$ cat src/rtl/irq_ctrl.sv
// irq_ctrl: platform interrupt controller with level/edge gateways, priorities and claim/complete
module irq_ctrl #(
  parameter int NUM_SRC = 8,
  parameter int PRIO_W  = 3,
  parameter int ID_W    = 5
) (
  input  logic               clk,
  input  logic               rst,
  input  logic [NUM_SRC-1:0] src_i,
  input  logic               cfg_re,
  input  logic               cfg_we,
  input  logic [11:0]        cfg_addr,
  input  logic [31:0]        cfg_wdata,
  output logic [31:0]        cfg_rdata,
  output logic               irq_o
);
  logic [PRIO_W-1:0]  prio_q [NUM_SRC];
  logic [PRIO_W-1:0]  prio_d [NUM_SRC];
  logic [NUM_SRC-1:0] src_q, src_d, pending_q, pending_d, in_flight_q, in_flight_d;
  logic [NUM_SRC-1:0] edge_held_q, edge_held_d, enable_q, enable_d, mode_q, mode_d;
  logic [PRIO_W-1:0]  thr_q, thr_d, best_prio;
  logic [31:0]        rdata_q, rdata_d, rd_val;
  logic               irq_q, irq_d;
  logic [NUM_SRC-1:0] elig, trig, claim_vec, comp_vec, busy;
  logic [ID_W-1:0]    best_id;
  logic [9:0]         word;
  logic               wr, claim, cpl;
  logic               unused_ok;
  assign word      = cfg_addr[11:2];
  assign wr        = cfg_we & ~cfg_re;
  assign claim     = cfg_re & (word == 10'h24);
  assign cpl       = wr & (word == 10'h24);
  assign cfg_rdata = rdata_q;
  assign irq_o     = irq_q;
  assign unused_ok = ^{cfg_addr[1:0], cfg_wdata};
  // eligibility and arbitration: highest priority wins, strict compare keeps the lowest ID on ties
  always_comb begin
    elig      = '0;
    best_id   = '0;
    best_prio = '0;
    for (int k = 0; k < NUM_SRC; k++) begin
      elig[k] = pending_q[k] & enable_q[k] & (prio_q[k] > thr_q);
      if (elig[k] && prio_q[k] > best_prio) begin
        best_prio = prio_q[k];
        best_id   = ID_W'(k + 1);
      end
    end
  end
  // gateway, claim/complete and register-write next state; a same-cycle claim counts as in flight
  always_comb begin
    trig      = (mode_q & src_i & ~src_q) | (~mode_q & src_i);
    claim_vec = '0;
    comp_vec  = '0;
    prio_d    = prio_q;
    rd_val    = claim ? 32'(best_id) : word == 10'h20 ? 32'(pending_q) : word == 10'h21 ? 32'(enable_q) :
                word == 10'h22 ? 32'(mode_q) : word == 10'h23 ? 32'(thr_q) : 32'h0;
    for (int k = 0; k < NUM_SRC; k++) begin
      claim_vec[k] = claim && best_id == ID_W'(k + 1);
      comp_vec[k]  = cpl && cfg_wdata[ID_W-1:0] == ID_W'(k + 1) && in_flight_q[k];
      prio_d[k]    = (wr && word == 10'(k + 1)) ? cfg_wdata[PRIO_W-1:0] : prio_q[k];
      rd_val       = (word == 10'(k + 1)) ? 32'(prio_q[k]) : rd_val;
    end
    busy        = in_flight_q | claim_vec;
    pending_d   = (pending_q & ~claim_vec) | (trig & ~busy) | (comp_vec & mode_q & edge_held_q);
    edge_held_d = (edge_held_q & ~(comp_vec & mode_q)) | (trig & mode_q & busy);
    in_flight_d = busy & ~comp_vec;
    enable_d    = (wr && word == 10'h21) ? cfg_wdata[NUM_SRC-1:0] : enable_q;
    mode_d      = (wr && word == 10'h22) ? cfg_wdata[NUM_SRC-1:0] : mode_q;
    thr_d       = (wr && word == 10'h23) ? cfg_wdata[PRIO_W-1:0] : thr_q;
    rdata_d     = cfg_re ? rd_val : rdata_q;
    irq_d       = |elig;
    src_d       = src_i;
  end
  // state registers; reset overrides every same-cycle event
  always_ff @(posedge clk) begin
    if (rst) begin
      prio_q      <= '{default: '0};
      src_q       <= '0;
      pending_q   <= '0;
      in_flight_q <= '0;
      edge_held_q <= '0;
      enable_q    <= '0;
      mode_q      <= '0;
      thr_q       <= '0;
      rdata_q     <= '0;
      irq_q       <= 1'b0;
    end else begin
      prio_q      <= prio_d;
      src_q       <= src_d;
      pending_q   <= pending_d;
      in_flight_q <= in_flight_d;
      edge_held_q <= edge_held_d;
      enable_q    <= enable_d;
      mode_q      <= mode_d;
      thr_q       <= thr_d;
      rdata_q     <= rdata_d;
      irq_q       <= irq_d;
    end
  end
endmodule

$ cat config.mk
export PLATFORM = sky130hd
export DESIGN_NAME = irq_ctrl
export DESIGN_NICKNAME = d
export VERILOG_FILES = /design/src/rtl/irq_ctrl.sv
export SDC_FILE = /design/constraint.sdc
export NUM_CORES = 1
export LEC_CHECK = 0
export ABC_AREA = 0
export ABC_CLOCK_PERIOD_IN_PS = 24900
export CORE_ASPECT_RATIO = 0.75
export CORE_MARGIN = 1.5
export CORE_UTILIZATION = 50
export CTS_BUF_LIST = sky130_fd_sc_hd__clkbuf_4 sky130_fd_sc_hd__clkbuf_8
export DETAILED_ROUTE_END_ITERATION = 8
export PLACE_DENSITY = 0.75
export SETUP_SLACK_MARGIN = 0.1
export SLEW_MARGIN = 20
export SYNTH_ARGS = -nofsm -noshare
export SYNTH_HDL_FRONTEND = slang
export SYNTH_SLANG_ARGS = --single-unit
export TNS_END_PERCENT = 5
$ cat constraint.sdc
create_clock -name clk -period 24.9 [get_ports clk]
set_input_delay 4.98 -clock clk [delete_from_list [all_inputs] [get_ports clk]]
set_output_delay 4.98 -clock clk [all_outputs]
set_load 0.02 [all_outputs]
---- After elaboration in Yosys (flattened, before gate mapping) ----
Index checks and enable logic that the tools add are counted.
word-level totals
  bits in registers ....................... 108
  ROM bits ................................ 0
  input port bits ......................... 56
  memories kept ........................... 0
  latch bits .............................. 0
  memory bits (writable) .................. 0
  logic and storage cells ................. 176
cells by class
  $lt $le $gt $ge ......................... 16
  div/mod/pow operators ................... 0
  add/subtract/negate cells ............... 0
  equality and inequality tests ........... 29
  reductions and logical operators ........ 44
  shift operators ......................... 0
  multiply operators ...................... 0
  multiplexer cells ....................... 28
  bitwise gates (word level) .............. 42
operators by type and width
  kind                                                   number
  two-way mux 8 bit                                      12
  AND 8 bit                                              11
  equality test 10 x 6 -> 1 bit (second input constant)  5
  NOT 8 bit                                              6
  > comparator 3 bit                                     15
  logical AND 1 bit                                      43
  equality test 10 x 3 -> 1 bit (second input constant)  4
  equality test 5 x 3 -> 1 bit (second input constant)   8
  bitwise OR 8 bit                                       5
  two-way mux 5 bit                                      7
  two-way mux 3 bit                                      8
  equality test 10 x 2 -> 1 bit (second input constant)  2
  equality test 5 x 2 -> 1 bit (second input constant)   4
  AND 1 bit                                              19
  equality test 10 x 1 -> 1 bit (second input constant)  1
  equality test 10 x 4 -> 1 bit (second input constant)  1
  equality test 5 x 1 -> 1 bit (second input constant)   2
  equality test 5 x 4 -> 1 bit (second input constant)   2
  OR reduction 8 bit                                     1
  > comparator 3 x 1 -> 1 bit (second input constant)    1
  two-way mux 1 bit                                      1
  NOT 1 bit                                              1

---- Longest topological paths before layout ----
Gate-level depths: netlist of the first run.
  word-level depth ........................ 34
  mapped depth ............................ 61
  gate-level depth less buffers ........... 58

---- Worst setup path before layout of the first run ----
OpenSTA, ideal clock, no wires.
  path kind ............................... reg-to-reg
  from .................................... register thr_q[1]
  to ...................................... register pending_q[0]
  setup slack ............................. 14.020 ns
  stages on the path, launching flop included .. 61
  required time ........................... 24.780 ns
  arrival ................................. 10.760 ns
  setup time .............................. 0.120 ns
  path through ............................ dfxtp_1 inv_1 ha_1 nor2b_1 o311a_2 nand3_1 ha_1 a21oi_1 o21ai_1 nand4_4 mux2i_4 inv_2 ha_1 nor2b_1 o21ai_0 a32oi_1 nand2_1 mux2_2 (+25 left out) o21ai_0 nand2b_1 and3_1 clkbuf_8 nor3_1 o211ai_1 o211ai_1 ha_1 inv_1 a21o_1 a21oi_1 a31oi_1 nand2_1 nor2b_1 and2b_1 nand2_1 a2111o_2 o31a_1
on the way
  word-level cells in the longest chain between the ends .. 32
RTL lines
  what                                RTL line  RTL
  start: declaration                  21        logic [PRIO_W-1:0] thr_q, thr_d, best_prio;
  start signal: assignment            95        thr_q <= thr_d;
  > comparator 3 bit                  42        elig[k] = pending_q[k] & enable_q[k] & (prio_q[k] > thr_q);
  AND 1 bit                           42
  logical AND 1 bit                   43        if (elig[k] && prio_q[k] > best_prio) begin
  two-way mux 3 bit                   43
  > comparator 3 bit                  43
  logical AND 1 bit                   43
  two-way mux 3 bit                   43
  > comparator 3 bit                  43
  (+15 left out)                      -
  logical AND 1 bit                   43
  two-way mux 5 bit (*)               43
  equality test 5 x 1 -> 1 bit (*)    58        claim_vec[k] = claim && best_id == ID_W'(k + 1);
  logical AND 1 bit (*)               58
  bitwise OR 8 bit                    63        busy = in_flight_q | claim_vec;
  NOT 8 bit                           64        pending_d = (pending_q & ~claim_vec) | (trig & ~busy) | (comp_vec & mode_q & edge_held_q);
  AND 8 bit                           64
  bitwise OR 8 bit (*) (2 in series)  64
  end signal: assignment              90        pending_q <= pending_d;
  end: declaration                    19        logic [NUM_SRC-1:0] src_q, src_d, pending_q, pending_d, in_flight_q, in_flight_d;
Mark *: on every way between the ends. The rest lies on a longest branch, timed or not.
A chain may end at the register's enable or synchronous reset.

---- Final worst setup path of the first run ----
  from .................................... register thr_q[2]
  to ...................................... register pending_q[1]
on the way
  word-level cells in the longest chain between the ends .. 32
RTL lines
  what                                RTL line
  > comparator 3 bit                  42
  AND 1 bit                           42
  logical AND 1 bit                   43
  two-way mux 3 bit                   43
  > comparator 3 bit                  43
  logical AND 1 bit                   43
  two-way mux 3 bit                   43
  > comparator 3 bit                  43
  (+15 left out)                      -
  logical AND 1 bit                   43
  two-way mux 5 bit (*)               43
  equality test 5 x 2 -> 1 bit (*)    58
  logical AND 1 bit (*)               58
  bitwise OR 8 bit                    63
  NOT 8 bit                           64
  AND 8 bit                           64
  bitwise OR 8 bit (*) (2 in series)  64
Marks and branches as above.

==> results.md, run 1 <==
* CP max-delay cell: nor2b_1
* Count of antenna-violating nets left after detailed routing at 0
* Number of antenna violations at the first check in global routing at 0
* Result of the run: complete, no violations
* DPL Wire Length at 12.9 mm
* Tightest Hold Check Type: flip-flop to flip-flop
* Final Critical Period at 13.31 ns
* Number of gates resized after CTS at 0
* Critical Path Max Stage Delay at 0.54 ns
* Initial core utilization at 51.1%
* CP endpoint kind: flip-flop
* Die ar. at 12500 sq um
* First-pass GRT wire length at 27.6 mm
* Launch point of the worst reg-to-reg path: thr_q[2]
* Die height at 97.0 microns
* Library cells used by synthesis at 81
* Root buffer cell: clkbuf_8
* Final Skew at 0.0104 ns
* TritonCTS clock tree: yes
* Total placed instance area at 6270 sq um
* Number of cells on the worst hold path at 2
* Worst path required time at 25.16 ns
* Htree depth at 3
* Clock latency at the later pin of the worst-skew pair at around 0.37 ns
* Avg Vias per Cell at 6.14
* Top achievable clock speed at around 75 MHz
* Final-report max-slew violation count at 0
* Main area contributors after synthesis: dfxtp_1 29%, ha_1 8.5%, mux2i_1 5.4%, nand2_1 5.2%, a21oi_1 4.6%
* Seq/Total Area, Yosys at 28.5%
* Antenna cell count at 0
* Synthesized netlist cell count at around 740
* Most frequent cell after synthesis: dfxtp_1
* CTS buffer count at 9
* Category of the worst setup path launch point: flip-flop
* Worst Hold End: cfg_rdata[6]
* Top cell types by occurrence after synthesis: 84 x dfxtp_1, 81 x nand2_1, 63 x nor2_1, 54 x a21oi_1, 42 x inv_1
* Synthesized flop and latch total at 84
* Share of flip-flops with an asynchronous set or reset at 0%
* Worst-path fanout max at 13
* Most used flip-flop cell after synthesis: dfxtp_1
* Finished layout cell area at 6480 sq um
* Buf/Inv on CP at 3
* Post-CTS Setup Inserts at 0
* Dominant cell type by count on the critical path: ha_1
* Kind of cell with the highest combined delay on the critical path: compound AO/OA/AOI/OAI gates
* Unrepaired setup endpoints after global routing: no
* Total of warnings raised by yosys at 0
* Setup-violating endpoint count in the final report at 0
* Via Count at 5689
* Average footprint of a synthesized cell at 8.01 sq um
* Largest net degree at the start of global routing at 82
* Path type of the worst setup path: flip-flop to flip-flop
* Pin slew with the least headroom to its limit at 1.05 ns
* Fraction of layout instances using a drive strength above 1 at under 10%
* Number of remaining DRC errors at 0
* Max cap viols at 0
* CTS hold repair buffers at 0
* Clock-pin slew on the worst setup and hold paths at 0.09 ns
* Sequential standard cell area at 1680 sq um
* # nets final at 855
* Number of iterations in the first detailed-routing pass at 5
* DRC violation total after the first TritonRoute iteration at between 500 and 600
* Total Routing Usage GR at 28.5%
* Boundary Pins at 89
* Multi-input gate area in the final layout at 3830 sq um
* Final Non-Filler Cells at 926
* Cells after DPL at 910
* Vias in the first global route at between 5000 and 6000
* Die width at 128 microns
* Peak ir drop on the vdd network at about 0.000038 V
* Final estimated routing congestion in global placement at 0.920
* Synth-to-Final Area Change at 9.93%
* Global route total overflow at 0
* Period utilisation layout at between 50% and 60%
* Routed wirelength normalized by instance count at 18.8 microns
* Std-Cell Core Area at 11500 sq um
* Maximum buffer depth of the clock tree at 2
* Number of clock sinks seen by CTS at 84
* Fill cell instance count of the final layout at ~1100
* Power, Total at around 0.00026 W
* Reg2reg setup slack at about 12 ns
* Count of buffers inserted at the top-level ports at 38
* Post-synth top area share at 28.5%
* Setup total negative slack at 0 ns
* PwrDens at 40.7 nW/um^2
* Relative slew slack at 29.3%
* Aggregate routed wire length at around 17 mm
* Floorplan row count at 34
* Critical path data arrival time at 13.57 ns
* Fin. Hold Viols at 0
* Post-synth design cell area at between 5000 and 6000 sq um
* Post-synth EDFFs at 0
* Leakage power summed over all cells at around 2.5 nW
* R2R depth at 57
* Hold Path Origin: cfg_rdata[6]
* Reg-to-reg endpoint: pending_q[1]
* Cell type contributing the most total cell area after synthesis: dfxtp_1
registers in the layout, summed over array words and instances (netlist names):
name         cells
in_flight_q      8
edge_held_q      8
mode_q           8
thr_q            3
enable_q         8
prio_q          24
src_q            8
pending_q        8
cfg_rdata        8
irq_o            1
worst min-delay path: cells and delay by family (launching register included):
family / cells / cell delay [ns]
flops: 1 / 0.32
compound gates: 1 / 0.05
simple gates: 1 / 0.06
through the flow:
stage	hold slack, ns	worst slack, ns	utilization (%)
global placement	0.444	12.19	54.4
finish	0.477	11.59	56.2
detailed placement	0.462	12.03	54.4
CTS	0.476	11.94	56.1
global route	0.499	10.77	56.2
floorplan	0.436	14.02	-
layout by cell type (no fill, tap or decap), types with 4 or more instances in the layout:
master and n:
a211oi_1 4, a21o_1 6, a21oi_1 54, a22oi_1 6, a311oi_1 7, a31oi_1 14
a32oi_1 4, and2_1 7, and3_1 14, and3b_1 6, and4_1 4, buf_4 4
clkbuf_8 9, clkdlybuf4s50_1 37, conb_1 24, dfxtp_1 84, ha_1 40, inv_1 42
mux2_2 5, mux2i_1 32, nand2_1 81, nand2b_1 11, nand3_1 41, nand3b_1 4
nand4_1 6, nor2_1 63, nor2b_1 19, nor3_1 9, nor3b_1 5, o211a_1 4
o211ai_1 6, o21ai_0 26, o22ai_1 4
layer usage:
layer  wire (microns)  vias to the layer above  global-route usage, %
met1             7850                     2659                   41.1
met5                0                        -                      0
li1                 -                     2677                      -
met3             1660                       35                   5.53
met4              349                        0                   8.73
met2             7590                      318                   42.9
power by group:
part	switching [W]	internal, W	leakage (nW)
clock	0.0000550	0.0000469	0.100
combinational	0.0000155	0.00000874	1.72
sequential	0.00000153	0.000136	0.682
how the worst max path moves through the flow:
stage               startpoint      endpoint  slack, ns  cells past startpoint
finish                thr_q[2]  pending_q[1]      11.59                     57
global route          thr_q[2]  pending_q[1]      10.77                     57
CTS                   thr_q[1]  pending_q[1]      11.94                     58
detailed placement    thr_q[1]  pending_q[1]      12.03                     58
global placement      thr_q[1]  pending_q[1]      12.19                     58
floorplan             thr_q[1]  pending_q[0]      14.02                     60
final cells by class:
class / count / area share (%)
flip-flops and latches: 84 / 25.9
clock inverters: 7 / 1.14
well taps: 162 / 3.13
multi-input cells: 578 / 59.1
inverters: 44 / 2.55
clock buffers: 9 / 1.91
repair buffers: 42 / 6.25
logic make-up (layout without fill, tap and decap cells):
family,after synthesis,count (layout),synth area share (%)
fa+ha+maj,40,40,8.49
compound gates,184,184,22.2
mux,40,40,7.53
flops,84,84,28.5
other cells,1,24,0.0636
simple gates,290,290,24.9
buf+inv,97,102,8.30
Note: power is estimated with default switching activity, not from simulation.
==> inputs of run 2 (changes only) <==
--- a/config.mk
+++ b/config.mk
@@ -6,13 +6,13 @@
 export NUM_CORES = 1
 export LEC_CHECK = 0
 export ABC_AREA = 0
-export ABC_CLOCK_PERIOD_IN_PS = 24900
+export ABC_CLOCK_PERIOD_IN_PS = 11000
 export CORE_ASPECT_RATIO = 0.75
 export CORE_MARGIN = 1.5
 export CORE_UTILIZATION = 50
 export CTS_BUF_LIST = sky130_fd_sc_hd__clkbuf_4 sky130_fd_sc_hd__clkbuf_8
 export DETAILED_ROUTE_END_ITERATION = 8
-export PLACE_DENSITY = 0.75
+export PLACE_DENSITY = 0.78
 export SETUP_SLACK_MARGIN = 0.1
 export SLEW_MARGIN = 20
 export SYNTH_ARGS = -nofsm -noshare
==> constraint.sdc (replaced) <==
create_clock -name clk -period 11 [get_ports clk]
set_input_delay 2.2 -clock clk [delete_from_list [all_inputs] [get_ports clk]]
set_output_delay 2.2 -clock clk [all_outputs]
set_load 0.02 [all_outputs]
==> results.md, run 2 (synthesis results as in run 1) <==
* Fraction of layout instances using a drive strength above 1 at 18.6% (was 7.85%)
* DRC violation total after the first TritonRoute iteration at 732 (was 596)
* Routed wirelength normalized by instance count at 19.1 microns (was 18.8 microns)
* Number of iterations in the first detailed-routing pass at 5 (unchanged)
* Avg Vias per Cell at 6.11 (was 6.14)
* PwrDens at 84.0 nW/um^2 (was 40.7 nW/um^2)
* Final-report max-slew violation count at 0 (unchanged)
* Tightest Hold Check Type: flip-flop to flip-flop (unchanged)
* Max reg flops at 24 (unchanged)
* Synth-to-Final Area Change at 21.4% (was 9.93%)
* Number of remaining DRC errors at 0 (unchanged)
* Result of the run: complete, no violations (unchanged)
* Reg2reg setup slack at 0.35 ns (was 11.59 ns)
* Worst-case hold slack at 0.460 ns (was 0.477 ns)
* Std-Cell Core Area at 11500 sq um (unchanged)
* Largest register by flop count: prio_q (unchanged)
* R2R depth at 57 (unchanged)
* Global route total overflow at 0 (unchanged)
* Largest net degree at the start of global routing at 83 (was 82)
* Root buffer cell: clkbuf_8 (unchanged)
* Clock latency at the later pin of the worst-skew pair at 0.37 ns (about the same)
* Max cap viols at 0 (unchanged)
* Boundary Pins at 89 (unchanged)
* Fin. Hold Viols at 0 (unchanged)
* Category of the worst setup path launch point: flip-flop (unchanged)
* Critical path data arrival time at 10.92 ns (was 13.57 ns)
* Power, Total at 0.000601 W (was 0.000264 W)
* Worst path required time at 11.26 ns (was 25.16 ns)
* Critical Path Max Stage Delay at 0.59 ns (was 0.54 ns)
* Final estimated routing congestion in global placement at 0.914 (was 0.920)
* Setup-violating endpoint count in the final report at 0 (unchanged)
* Final Non-Filler Cells at 967 (was 926)
* CP endpoint kind: flip-flop (unchanged)
* Cells after DPL at 933 (was 910)
* Number of clock sinks seen by CTS at 84 (unchanged)
* Total Routing Usage GR at 28.9% (was 28.5%)
* Unrepaired setup endpoints after global routing: yes (was no)
* Relative slew slack at 18.9% (was 29.3%)
* Period utilisation layout at 96.9% (was 53.5%)
* Top achievable clock speed at 93.9 MHz (was 75.1 MHz)
* Floorplan row count at 34 (unchanged)
* Worst Hold End: prio_q[9] (was cfg_rdata[6])
* First-pass GRT wire length at 28.2 mm (was 27.6 mm)
* Via Count at 5905 (was 5689)
* Final design utilization at 62.1% (was 56.2%)
* Setup total negative slack at 0 ns (unchanged)
* Launch point of the worst reg-to-reg path: thr_q[1] (was thr_q[2])
* Initial core utilization at 51.1% (unchanged)
* DPL Wire Length at 13.2 mm (was 12.9 mm)
* CTS hold repair buffers at 0 (unchanged)
* Path type of the worst setup path: flip-flop to flip-flop (unchanged)
* Worst-path fanout max at 6 (was 13)
* Die width at 128 microns (unchanged)
* Pin slew with the least headroom to its limit at 1.21 ns (was 1.05 ns)
* Hold Path Origin: prio_q[9] (was cfg_rdata[6])
* Number of antenna violations at the first check in global routing at 0 (unchanged)
* Dominant cell type by count on the critical path: ha_4 (was ha_1)
* CTS buffer count at 9 (unchanged)
* Htree depth at 3 (unchanged)
* Leakage power summed over all cells at 2.79 nW (was 2.50 nW)
* Count of buffers inserted at the top-level ports at 38 (unchanged)
* Aggregate routed wire length at 18.4 mm (was 17.4 mm)
* Most frequent standard cell in the layout excluding fill and tap cells: dfxtp_1 (unchanged)
* Final Skew at 0.0128 ns (was 0.0104 ns)
* TritonCTS clock tree: yes (unchanged)
* Number of cells on the worst hold path at 2 (unchanged)
* Die ar. at 12500 sq um (unchanged)
* Count of antenna-violating nets left after detailed routing at 0 (unchanged)
* Reg-to-reg endpoint: pending_q[2] (was pending_q[1])
* CP max-delay cell: a2111o_2 (was nor2b_1)
* Vias in the first global route at 5653 (was 5310)
* Peak ir drop on the vdd network at 0.0000694 V (was 0.0000377 V)
* Antenna cell count at 0 (unchanged)
* Most used cells in the layout excluding fill and tap cells: 82 x dfxtp_1, 78 x nand2_1, 59 x nor2_1 (was 84 x dfxtp_1, 81 x nand2_1, 63 x nor2_1)
* Buf/Inv on CP at 4 (was 3)
* Final Critical Period at 10.65 ns (was 13.31 ns)
* # nets final at 896 (was 855)
* Clock-pin slew on the worst setup and hold paths at 0.09 ns (about the same)
* Kind of cell with the highest combined delay on the critical path: compound AO/OA/AOI/OAI gates (unchanged)
* Die height at 97.0 microns (unchanged)
* Maximum buffer depth of the clock tree at 2 (unchanged)
[run 2: changes by cell type in the layout (fill, tap and decap cells not counted), moves of 5 or more]
cell,previous run,this run
buf_4,4,44
ha_1,40,29
ha_4,0,10
o21ai_0,26,21
[run 2: cell type report]
type / count / area, sq um
timing repair buffer: 83 / 717
tap: 162 / 203
sequential: 84 / 1680
clock inverter: 6 / 71.3
clock buffer: 10 / 131
fill: 1003 / 4370
inverter: 44 / 168
multi-input combinational: 578 / 4190
[run 2: how the worst max path moves through the flow]
stage	startpoint	slack (ns)	end	cells past startpoint
floorplan	thr_q[1]	0.12	pending_q[0]	60
global placement	thr_q[1]	-0.01	pending_q[1]	59
detailed placement	thr_q[1]	-0.49	pending_q[1]	60
CTS	thr_q[1]	0.02	pending_q[0]	59
global route	thr_q[1]	-0.18	pending_q[2]	58
finish	thr_q[1]	0.35	pending_q[2]	57
[run 2: through the flow]
step                cell area (sq um)  setup slack (ns)
CTS                              6770            0.0159
floorplan                        5980             0.120
global placement                 6440           -0.0136
detailed placement               6440            -0.488
finish                           7160             0.346
global route                     7160            -0.185
[run 2: metal layers]
layer	vias up	global-route usage [%]	wire length (microns)
met1	2796	39.9	7940
met3	51	6.64	1660
li1	2760	-	-
met5	-	0	0
met4	0	10.9	512
met2	298	43.7	8320
[run 2: worst min-delay path: stages (launching register included)]
cell and delay (ns):
dfxtp_1 0.31, nand2_1 0.05, a21oi_1 0.05
[run 2: what timing repair did]
| item | 4_1_cts | 5_1_grt |
|---|---|---|
| pin swaps | 6 | 41 |
| endpoints found under the setup margin | 19 | 28 |
| gates resized for setup | 15 | 59 |
| setup buffers | 7 | 11 |
| endpoints found under the hold margin | 0 | 0 |
[run 2: power breakdown]
group | internal, W | switching (W)
logic | 0.0000198 | 0.0000350
clock network | 0.000110 | 0.000125
registers | 0.000308 | 0.00000358
==> inputs of run 3 (changes only) <==
--- a/config.mk
+++ b/config.mk
@@ -13,7 +13,6 @@
 export CTS_BUF_LIST = sky130_fd_sc_hd__clkbuf_4 sky130_fd_sc_hd__clkbuf_8
 export DETAILED_ROUTE_END_ITERATION = 8
 export PLACE_DENSITY = 0.78
-export SETUP_SLACK_MARGIN = 0.1
 export SLEW_MARGIN = 20
 export SYNTH_ARGS = -nofsm -noshare
 export SYNTH_HDL_FRONTEND = slang
==> results.md, run 3 (synthesis results as in run 1) <==
* Power, Total at 0.000600 W (was 0.000601 W)
* Worst slack at placement at -0.488 ns (unchanged)
* First-pass GRT wire length at 28.2 mm (about the same)
* Critical Path Max Stage Delay at 0.59 ns (about the same)
* Number of clock sinks seen by CTS at 84 (unchanged)
* Final-report max-slew violation count at 0 (unchanged)
* Fin. Hold Viols at 0 (unchanged)
* Final Critical Period at 10.72 ns (was 10.65 ns)
* Floorplan row count at 34 (unchanged)
* Final Non-Filler Cells at 967 (unchanged)
* Synth-to-Final Area Change at 21.2% (was 21.4%)
* CTS buffer count at 9 (unchanged)
* Final setup slack of the worst path at 0.276 ns (was 0.346 ns)
* Avg Vias per Cell at 6.09 (was 6.11)
* Relative slew slack at 19.0% (was 18.9%)
* Max reg flops at 24 (unchanged)
* Via Count at 5886 (was 5905)
* Finished layout cell area at 7150 sq um (was 7160 sq um)
* PwrDens at 83.9 nW/um^2 (was 84.0 nW/um^2)
* Boundary Pins at 89 (unchanged)
* Count of antenna-violating nets left after detailed routing at 0 (unchanged)
* Antenna cell count at 0 (unchanged)
* Die width at 128 microns (unchanged)
* Largest net degree at the start of global routing at 83 (unchanged)
* Top achievable clock speed at 93.2 MHz (was 93.9 MHz)
* Setup-violating endpoint count in the final report at 0 (unchanged)
* Vias in the first global route at 5657 (was 5653)
* TritonCTS clock tree: yes (unchanged)
* Total Routing Usage GR at 28.9% (unchanged)
* Max cap viols at 0 (unchanged)
* Total placed instance area at 6440 sq um (unchanged)
* Number of remaining DRC errors at 0 (unchanged)
* Path type of the worst setup path: flip-flop to flip-flop (unchanged)
* Setup total negative slack at 0 ns (unchanged)
* # nets final at 896 (unchanged)
* Dominant cell type by count on the critical path: ha_4 (unchanged)
* Leakage power summed over all cells at 2.77 nW (was 2.79 nW)
* Global route total overflow at 0 (unchanged)
* Cells after DPL at 933 (unchanged)
* Period utilisation layout at 97.5% (was 96.9%)
* Most frequent standard cell in the layout excluding fill and tap cells: dfxtp_1 (unchanged)
* Final Skew at 0.0115 ns (was 0.0128 ns)
* Tightest Hold Check Type: flip-flop to flip-flop (unchanged)
* Final estimated routing congestion in global placement at 0.914 (unchanged)
* Die height at 97.0 microns (unchanged)
* Root buffer cell: clkbuf_8 (unchanged)
* Critical path data arrival time at 10.99 ns (was 10.92 ns)
* Htree depth at 3 (unchanged)
* Maximum buffer depth of the clock tree at 2 (unchanged)
* CP endpoint kind: flip-flop (unchanged)
* Clock-pin slew on the worst setup and hold paths at 0.09 ns (about the same)
* Worst-path fanout max at 6 (unchanged)
* Number of iterations in the first detailed-routing pass at 6 (was 5)
* CTS hold repair buffers at 0 (unchanged)
* DRC violation total after the first TritonRoute iteration at 689 (was 732)
* Peak ir drop on the vdd network at 0.0000693 V (was 0.0000694 V)
* DPL Wire Length at 13.2 mm (unchanged)
* Clock latency at the later pin of the worst-skew pair at 0.37 ns (about the same)
* Pin slew with the least headroom to its limit at 1.21 ns (about the same)
* Worst path required time at 11.26 ns (about the same)
* Initial core utilization at 51.1% (unchanged)
* Routed wirelength normalized by instance count at 19.1 microns (about the same)
* Most used cells in the layout excluding fill and tap cells: 82 x dfxtp_1, 78 x nand2_1, 59 x nor2_1 (unchanged)
* Fill cell instance count of the final layout at 1008 (was 1003)
* Die ar. at 12500 sq um (unchanged)
* Count of buffers inserted at the top-level ports at 38 (unchanged)
* Result of the run: complete, no violations (unchanged)
* Largest register by flop count: prio_q (unchanged)
* Fraction of layout instances using a drive strength above 1 at 18.4% (was 18.6%)
* CP max-delay cell: a2111o_2 (unchanged)
* Number of antenna violations at the first check in global routing at 0 (unchanged)
* Aggregate routed wire length at 18.4 mm (about the same)
* Std-Cell Core Area at 11500 sq um (unchanged)
* Category of the worst setup path launch point: flip-flop (unchanged)
run 3: cell count changes in the layout (fill, tap and decap cells not counted):
cell and change:
o21ai_0 +1, nor2b_4 -1, nor2b_2 +1, o31ai_2 -1, o31ai_1 +1, o21ai_2 -1
run 3: layout make-up:
cell class                 count  area [sq um]  area share (%)
multi-input combinational    578          4170            58.4
sequential                    84          1680            23.6
timing repair buffer          83           717            10.0
tap                          162           203            2.84
inverter                      44           168            2.35
clock buffer                  10           131            1.84
clock inverter                 6          71.3           0.998
run 3: final timing paths:
check | start | slack, ns | depth (start not counted) | end
worst min-delay path | prio_q[9] | 0.46 | 2 | prio_q[9]
worst max register to register | thr_q[1] | 0.28 | 57 | pending_q[2]
worst max-delay path | thr_q[1] | 0.28 | 57 | pending_q[2]
worst min register to register | prio_q[9] | 0.46 | 2 | prio_q[9]
run 3: what timing repair did:
action,4_1_cts,5_1_grt
setup buffers,7,11
resized for setup,14,56
pin swaps,6,38
setup endpoints to repair,15,28
run 3: worst max-delay path: cells and delay by family, from the launching register on:
kind | cells | cell delay (ns)
buf+inv | 4 | 0.24
simple gates | 23 | 2.92
fa+ha+maj | 8 | 2.08
compound gates | 19 | 4.01
mux | 3 | 0.96
flops | 1 | 0.35
run 3: metal layers:
| layer | GRT usage [%] | share of wire (%) | vias up |
|---|---|---|---|
| met3 | 6.69 | 10 | 52 |
| met5 | 0 | 0 | - |
| met1 | 39.9 | 42 | 2773 |
| met2 | 43.6 | 45 | 305 |
| li1 | - | - | 2756 |
| met4 | 11.1 | 2.6 | 0 |
run 3: power breakdown:
part	internal, W	switching [W]	leakage [nW]	total (W)
clock network	0.000110	0.000124	0.0969	0.000233
registers	0.000308	0.00000355	0.683	0.000312
logic	0.0000198	0.0000349	2.00	0.0000547
run 3: stage by stage:
stage,hold slack [ns],utilization [%]
2_1_floorplan,0.436,-
3_3_place_gp,0.443,55.9
3_5_place_dp,0.449,55.9
4_1_cts,0.460,58.6
5_1_grt,0.479,62.0
6_report,0.459,62.0
